### src/rtl/nebula_pkg.sv
// Shared constants and types for the nebula router switch allocator.
package nebula_pkg;

  localparam int NUM_PORTS   = 5;
  localparam int PORT_LOCAL  = 4;
  localparam int NUM_VCS     = 2;
  localparam int NUM_CREDITS = 4;

  typedef logic [$clog2(NUM_PORTS)-1:0] port_idx_t;
  typedef logic [$clog2(NUM_VCS)-1:0]   vc_idx_t;

  typedef struct packed {
    logic      valid;
    port_idx_t in;
    vc_idx_t   vc;
  } lock_t;

endpackage

### src/rtl/nebula_rr_arb.sv
// Round-robin arbiter: one-hot grant to the first request at or after ptr, wrapping.
// Purely combinational, 0 cycles; never stalls, any_grant is 0 when nothing requests.
module nebula_rr_arb #(
  parameter int N     = 2,
  parameter int PTR_W = (N > 1) ? $clog2(N) : 1
) (
  input  logic [N-1:0]     req,
  input  logic [PTR_W-1:0] ptr,
  output logic [N-1:0]     gnt,
  output logic             any_grant
);

  // First pass covers [ptr, N-1]; second pass only matters for the wrapped part [0, ptr-1].
  always_comb begin
    gnt       = '0;
    any_grant = 1'b0;
    for (int k = 0; k < N; k++) begin
      if (!any_grant && req[k] && (k >= int'(ptr))) begin
        gnt[k]    = 1'b1;
        any_grant = 1'b1;
      end
    end
    for (int k = 0; k < N; k++) begin
      if (!any_grant && req[k]) begin
        gnt[k]    = 1'b1;
        any_grant = 1'b1;
      end
    end
  end

endmodule

### src/rtl/nebula_sw_alloc.sv
// Switch allocator and output-credit manager: separable input-then-output round-robin, wormhole locks.
// Grants are combinational (0 cycles); an input-VC stalls while its output has no credit or is locked to another.
module nebula_sw_alloc
  import nebula_pkg::*;
#(
  parameter int PORTS   = NUM_PORTS,
  parameter int VCS     = NUM_VCS,
  parameter int CREDITS = NUM_CREDITS,
  parameter int PORT_W  = $clog2(PORTS),
  parameter int CRED_W  = $clog2(CREDITS + 1)
) (
  input  logic                        clk,
  input  logic                        rst,
  input  logic [PORTS*VCS-1:0]        req_valid,
  input  logic [PORTS*VCS-1:0]        req_head,
  input  logic [PORTS*VCS-1:0]        req_tail,
  input  logic [PORTS*VCS*PORT_W-1:0] req_port,
  input  logic [PORTS*VCS-1:0]        credit_ret,
  output logic [PORTS*VCS-1:0]        grant,
  output logic [PORTS-1:0]            xbar_valid,
  output logic [PORTS*PORT_W-1:0]     xbar_sel,
  output logic [PORTS*$clog2(VCS)-1:0] xbar_vc,
  output logic [PORTS-1:0]            congest
);

  localparam int VC_W = $clog2(VCS);

  lock_t             lock       [PORTS];
  logic [CRED_W-1:0] credit     [PORTS][VCS];
  logic [CRED_W-1:0] credit_nxt [PORTS][VCS];
  logic [VC_W-1:0]   in_ptr     [PORTS];
  logic [PORT_W-1:0] out_ptr    [PORTS];

  logic [PORT_W-1:0] tgt      [PORTS][VCS];
  logic [VCS-1:0]    elig     [PORTS];
  logic [VCS-1:0]    in_gnt   [PORTS];
  logic [PORTS-1:0]  in_any;
  logic [VC_W-1:0]   win_vc   [PORTS];
  logic [PORT_W-1:0] win_port [PORTS];
  logic [PORTS-1:0]  out_req  [PORTS];
  logic [PORTS-1:0]  out_gnt  [PORTS];
  logic [PORTS-1:0]  out_any;
  logic [PORTS-1:0]  in_won;
  logic [PORT_W-1:0] sel      [PORTS];
  logic [VC_W-1:0]   svc      [PORTS];
  logic [PORTS-1:0]  shead;
  logic [PORTS-1:0]  stail;
  logic [VCS-1:0]    dec      [PORTS];
  logic [PORTS-1:0]  congest_nxt;

  // Out-of-range targets never match any o, so they are never eligible.
  always_comb begin
    for (int i = 0; i < PORTS; i++) begin
      for (int v = 0; v < VCS; v++) begin
        tgt[i][v]  = req_port[(i*VCS+v)*PORT_W +: PORT_W];
        elig[i][v] = 1'b0;
        for (int o = 0; o < PORTS; o++) begin
          if (req_valid[i*VCS+v] && tgt[i][v] == PORT_W'(o) && credit[o][v] != '0) begin
            elig[i][v] = lock[o].valid
                       ? (lock[o].in == port_idx_t'(i) && lock[o].vc == vc_idx_t'(v))
                       : req_head[i*VCS+v];
          end
        end
      end
    end
  end

  genvar gi;
  for (gi = 0; gi < PORTS; gi++) begin : g_arb
    nebula_rr_arb #(.N(VCS), .PTR_W(VC_W)) u_in_arb (
      .req       (elig[gi]),
      .ptr       (in_ptr[gi]),
      .gnt       (in_gnt[gi]),
      .any_grant (in_any[gi])
    );
    nebula_rr_arb #(.N(PORTS), .PTR_W(PORT_W)) u_out_arb (
      .req       (out_req[gi]),
      .ptr       (out_ptr[gi]),
      .gnt       (out_gnt[gi]),
      .any_grant (out_any[gi])
    );
  end

  always_comb begin
    for (int i = 0; i < PORTS; i++) begin
      win_vc[i]   = '0;
      win_port[i] = '0;
      for (int v = 0; v < VCS; v++) begin
        if (in_gnt[i][v]) begin
          win_vc[i]   = VC_W'(v);
          win_port[i] = tgt[i][v];
        end
      end
    end
    for (int o = 0; o < PORTS; o++) begin
      for (int i = 0; i < PORTS; i++) begin
        out_req[o][i] = in_any[i] && (win_port[i] == PORT_W'(o));
      end
    end
  end

  always_comb begin
    grant      = '0;
    in_won     = '0;
    shead      = '0;
    stail      = '0;
    xbar_sel   = '0;
    xbar_vc    = '0;
    xbar_valid = out_any & {PORTS{!rst}};
    for (int o = 0; o < PORTS; o++) begin
      sel[o] = '0;
      svc[o] = '0;
      for (int i = 0; i < PORTS; i++) begin
        if (out_gnt[o][i]) begin
          in_won[i] = 1'b1;
          sel[o]    = PORT_W'(i);
          svc[o]    = win_vc[i];
          for (int v = 0; v < VCS; v++) begin
            if (in_gnt[i][v]) begin
              shead[o] = req_head[i*VCS+v];
              stail[o] = req_tail[i*VCS+v];
            end
          end
        end
      end
      xbar_sel[o*PORT_W +: PORT_W] = sel[o];
      xbar_vc[o*VC_W +: VC_W]      = svc[o];
    end
    for (int i = 0; i < PORTS; i++) begin
      for (int v = 0; v < VCS; v++) begin
        grant[i*VCS+v] = !rst && in_won[i] && in_gnt[i][v];
      end
    end
  end

  // A flit keeps its VC, so the granted output's VC names the counter to decrement.
  always_comb begin
    for (int o = 0; o < PORTS; o++) begin
      congest_nxt[o] = 1'b0;
      for (int v = 0; v < VCS; v++) begin
        dec[o][v]        = xbar_valid[o] && (svc[o] == VC_W'(v));
        credit_nxt[o][v] = credit[o][v];
        if (dec[o][v] && !credit_ret[o*VCS+v]) begin
          credit_nxt[o][v] = credit[o][v] - CRED_W'(1);
        end else if (!dec[o][v] && credit_ret[o*VCS+v] && credit[o][v] != CRED_W'(CREDITS)) begin
          credit_nxt[o][v] = credit[o][v] + CRED_W'(1);
        end
        if (credit_nxt[o][v] == '0) begin
          congest_nxt[o] = 1'b1;
        end
      end
    end
  end

  always_ff @(posedge clk or posedge rst) begin
    if (rst) begin
      congest <= '0;
      for (int o = 0; o < PORTS; o++) begin
        lock[o]    <= '0;
        out_ptr[o] <= '0;
        in_ptr[o]  <= '0;
        for (int v = 0; v < VCS; v++) begin
          credit[o][v] <= CRED_W'(CREDITS);
        end
      end
    end else begin
      congest <= congest_nxt;
      for (int o = 0; o < PORTS; o++) begin
        for (int v = 0; v < VCS; v++) begin
          credit[o][v] <= credit_nxt[o][v];
        end
        if (xbar_valid[o]) begin
          out_ptr[o] <= (sel[o] == PORT_W'(PORTS-1)) ? '0 : sel[o] + PORT_W'(1);
          if (stail[o]) begin
            lock[o] <= '0;
          end else if (shead[o]) begin
            lock[o] <= '{valid: 1'b1, in: port_idx_t'(sel[o]), vc: vc_idx_t'(svc[o])};
          end
        end
      end
      for (int i = 0; i < PORTS; i++) begin
        if (in_won[i]) begin
          in_ptr[i] <= (win_vc[i] == VC_W'(VCS-1)) ? '0 : win_vc[i] + VC_W'(1);
        end
      end
    end
  end

  // Returning a credit to a full counter means upstream and downstream disagree on depth.
  always @(posedge clk) begin
    if (!rst) begin
      for (int o = 0; o < PORTS; o++) begin
        for (int v = 0; v < VCS; v++) begin
          assert (!(credit_ret[o*VCS+v] && !dec[o][v] && credit[o][v] == CRED_W'(CREDITS)))
            else $warning("nebula_sw_alloc: credit return at full count, output %0d vc %0d", o, v);
        end
      end
    end
  end

endmodule

### config.mk
export PLATFORM = sky130hd
export DESIGN_NAME = nebula_sw_alloc
export DESIGN_NICKNAME = d
export VERILOG_FILES = /design/src/rtl/nebula_pkg.sv /design/src/rtl/nebula_rr_arb.sv /design/src/rtl/nebula_sw_alloc.sv
export SDC_FILE = /design/constraint.sdc
export NUM_CORES = 1
export LEC_CHECK = 0
export BUFFER_PORTS_ARGS = -buffer_cell sky130_fd_sc_hd__buf_2
export CAP_MARGIN = 20
export CELL_PAD_IN_SITES_DETAIL_PLACEMENT = 1
export CELL_PAD_IN_SITES_GLOBAL_PLACEMENT = 2
export CORE_UTILIZATION = 36
export DETAILED_ROUTE_END_ITERATION = 8
export GPL_TIMING_DRIVEN = 0
export PLACE_DENSITY = 0.92
export SETUP_SLACK_MARGIN = 0.05
export SLEW_MARGIN = 30
export SYNTH_ARGS = -nofsm -noshare
export SYNTH_HDL_FRONTEND = slang
export SYNTH_SLANG_ARGS = --single-unit
### constraint.sdc
create_clock -name clk -period 6.7 [get_ports clk]
set_input_delay 1.34 -clock clk [delete_from_list [all_inputs] [get_ports clk]]
set_output_delay 1.34 -clock clk [all_outputs]
set_load 0.005 [all_outputs]
==> results.sh <==
export IMPL_drive_gt1_share_pct=23.21
export IMPL_cpMaxStageDelayCell="or4b_4"
export IMPL_clk_latency_ns=0.37
export IMPL_outcome="complete, no violations"
export IMPL_die_width_um=163.3
export IMPL_final_nets=1444
export IMPL_fin_skew_ns=0.01003
export IMPL_p_switching_mw=2.057
export IMPL_synthArstFlopShare_pct=100.0
export IMPL_antenna_cells=0
export IMPL_hp_class="reg -> reg"
export IMPL_syn_nets=1305
export IMPL_netlist_top_cells_count="nand2_1 (114), nor2_1 (110), inv_1 (80)"
export IMPL_yosysTopAreaCell="dfrtp_1"
export IMPL_cap_violations=0
export IMPL_core_um2=25330
export IMPL_synth_cells=1196
export IMPL_path_cells="clkbuf_1, nor3b_2, o211ai_1, or4b_4, a2111oi_4, buf_4, nor3_1, a21oi_2, buf_4, o22ai_2, nor3_1, nor2_1, nor2_2, inv_1, nand2_1, nor4_4, or2_2, nor3_2, buf_2"
export IMPL_netlist_area_um2=9371
export IMPL_start_util_pct=37.00
export IMPL_p_sw_share_pct=52.01
export IMPL_synth_enable_flop_cells=0
export IMPL_overflow=0
export IMPL_dpl_instance_area_um2=10340
export IMPL_clock_sinks=80
export IMPL_combPwrFrac_pct=62.7
export IMPL_crit_arrival_ns=5.22
export IMPL_clkTransAtPathRegs_ns=0.07
export IMPL_finalMaxSlewViolations=0
export IMPL_synth_ff_type="dfrtp_1"
export IMPL_cp_start_kind="input port"
export IMPL_crit_fanout=9
export IMPL_cts_root_buffer="clkbuf_16"
export IMPL_drt_pass1_iter_count=6
export IMPL_netlist_area_leader_share_pct=18.69
export IMPL_gp_congestion=0.9623
export IMPL_ios=112
export IMPL_yosysWarnings=0
export IMPL_wirelength_um=42530
export IMPL_p_clk_share_pct=13.4
export IMPL_cpPeakStageDelay_ns=0.55
export IMPL_tightest_slew_ns=1.066
export IMPL_cts_buffers=9
export IMPL_route_vias_total=10800
export IMPL_ir_drop_v=0.0001424
export IMPL_critPathKind="in -> out"
export IMPL_num_rows=58
export IMPL_dieArea_um2=26680
export IMPL_grt_usage_pct=31.44
export IMPL_period_minus_slack_ns=6.563
export IMPL_stdcell_area_um2=11360
export IMPL_cts_tree="built"
export IMPL_p_leak_nw=4.753
export IMPL_finalCritPeriodShare_pct=97.95
export IMPL_seq_power_share_pct=23.9
export IMPL_clock_fmax_ghz=0.1524
export IMPL_worst_slack_ns=0.1373
export IMPL_antenna_left=0
export IMPL_wl_per_cell_um=25.47
export IMPL_max_slew_margin_pct=27.12
export IMPL_final_hold_viol_count=0
export IMPL_area_growth_pct=21.20
export IMPL_path_buf_inv=5
export IMPL_ys_seq_elements=80
export IMPL_p_int_mw=1.898
export IMPL_seq_area_frac_synth_pct=21.50
export IMPL_rsz0062_at_grt="false"
export IMPL_io_buffers=102
export IMPL_required_ns=5.36
export IMPL_htree_levels=3
export IMPL_postSynthAreaPerCell_um2=7.836
export IMPL_cp_top_family="simple AND/OR/NAND/NOR gates"
export IMPL_grt_pass1_wl_um=63220
export IMPL_drt_first_iter_violations=1202
export IMPL_antenna_found_initial=0
export IMPL_detail_route_vias_per_cell=6.468
export IMPL_drc=0
export IMPL_yosys_top_cells_area="dfrtp_1 (19%), ha_1 (4.9%), mux2i_1 (4.6%), nand2_1 (4.6%), nor2_1 (4.4%)"
export IMPL_cp_end_kind="output pin"
export IMPL_post_place_ws_ns=-1.028
export IMPL_setup_viol=0
export IMPL_dp_hpwl_um=33150
export IMPL_synth_distinct_cells=104
export IMPL_grt_max_degree=63
export IMPL_powerDensity_nw_per_um2=348.3
export IMPL_grt_pass1_vias=10590
export IMPL_yosysMostFrequentCell="nand2_1"
export IMPL_cts_buffer_depth=2
export IMPL_die_h_um=163.3
[kinds of logic after synthesis]
logic type	after synthesis	synth area share, %
compound gates	350	29.61
xor+xnor	10	0.9345
simple gates	531	30.61
flops	80	21.50
mux	64	7.116
fa+ha+maj	37	4.940
buf+inv	124	5.287
[area by class of cell]
type / count / area [µm²]
buffer: 38 / 182.7
sequential: 80 / 2014
timing repair buffer: 128 / 738.2
inverter: 85 / 324.1
fill: 3137 / 13970
multi-input combinational: 993 / 7398
clock buffer: 9 / 225.2
tap: 330 / 412.9
clock inverter: 7 / 62.56
[final timing paths]
check                             start    endpoint  slack, ns  cells past startpoint
max                        req_port[24]    grant[4]       0.14                     19
min                          credit[23]  credit[23]       0.54                      1
max reg2reg                  credit[15]    lock[18]       0.84                     17
min reg2reg                  credit[23]  credit[23]       0.54                      1
max in group asynchronous           rst   credit[5]       4.63                      3
min in group asynchronous           rst  out_ptr[4]       1.36                      2
[timing repair]
item / 4_1_cts / 5_1_grt
gates resized for setup: 54 / 48
setup endpoints to repair: 25 / 19
pin swaps: 12 / 15
cloned: 0 / 1
setup buffers: 13 / 12
hold buffers: 0 / 0
[cells in the final DEF, fill, tap and decap left out, types with 17 or more instances in the layout]
cell type | Yosys | routed
a21oi_1 | 33 | 28
and2_1 | 22 | 22
buf_2 | 6 | 108
buf_4 | 2 | 26
clkbuf_1 | 24 | 19
dfrtp_1 | 70 | 70
ha_1 | 37 | 37
inv_1 | 80 | 79
mux2_2 | 17 | 17
mux2i_1 | 43 | 43
nand2_1 | 114 | 112
nand2b_1 | 42 | 42
nand3_1 | 38 | 37
nor2_1 | 110 | 108
nor2b_1 | 32 | 29
nor3_1 | 33 | 28
o21ai_0 | 49 | 47
o31ai_1 | 22 | 18
[layer usage]
layer / routed length (µm) / vias up / part of all wire [%] / GRT usage [%]
met5: 0 / - / 0 / 0
met4: 2050 / 0 / 4.8 / 14.95
met3: 3317 / 121 / 7.8 / 5.028
met2: 19050 / 526 / 45 / 50.33
met1: 18120 / 5333 / 43 / 41.02
li1: - / 4822 / - / -
[registers in the layout (all words and copies together), names as in the netlist]
| register | count |
|---|---|
| credit | 30 |
| lock | 25 |
| out_ptr | 15 |
| congest | 5 |
| in_ptr | 5 |
[per-stage QoR]
step	power, mW	std cells	TNS, ns	hold WS, ns	utilization (%)
4_1_cts	3.823	1657	0	0.5458	43.50
5_1_grt	4.201	1670	0	0.5627	44.85
3_3_place_gp	3.114	1628	-18.18	0.5261	40.65
3_5_place_dp	3.196	1629	-9.907	0.5354	40.85
6_report	3.956	1670	0	0.5366	44.85
2_1_floorplan	2.438	1196	0	0.4918	-
[power by group through the flow]
stage	Combinational, mW	Clock (mW)	Sequential [mW]
after global routing	2.68	0.547	0.971
after CTS	2.35	0.535	0.937
after detailed placement	2.25	0	0.945
after global placement	2.18	0	0.930
final	2.48	0.528	0.947
after floorplan	1.57	0	0.871
[worst reg2reg max path, cell delays in order, from the launching register on]
cell       delay [ns]
dfrtp_1          0.42
inv_1            0.11
ha_1             0.25
nand2b_1         0.46
nand4b_1         0.25
a211oi_1         0.50
a2111oi_4        0.06
buf_4            0.19
nor3_1           0.54
a41oi_1          0.32
a32oi_2          0.39
o32ai_1          0.17
o21ai_2          0.28
inv_2            0.18
a2111oi_0        0.96
a21o_1           0.15
a21oi_1          0.19
mux2_2           0.35
No activity file was read; power rests on OpenSTA's default activity.
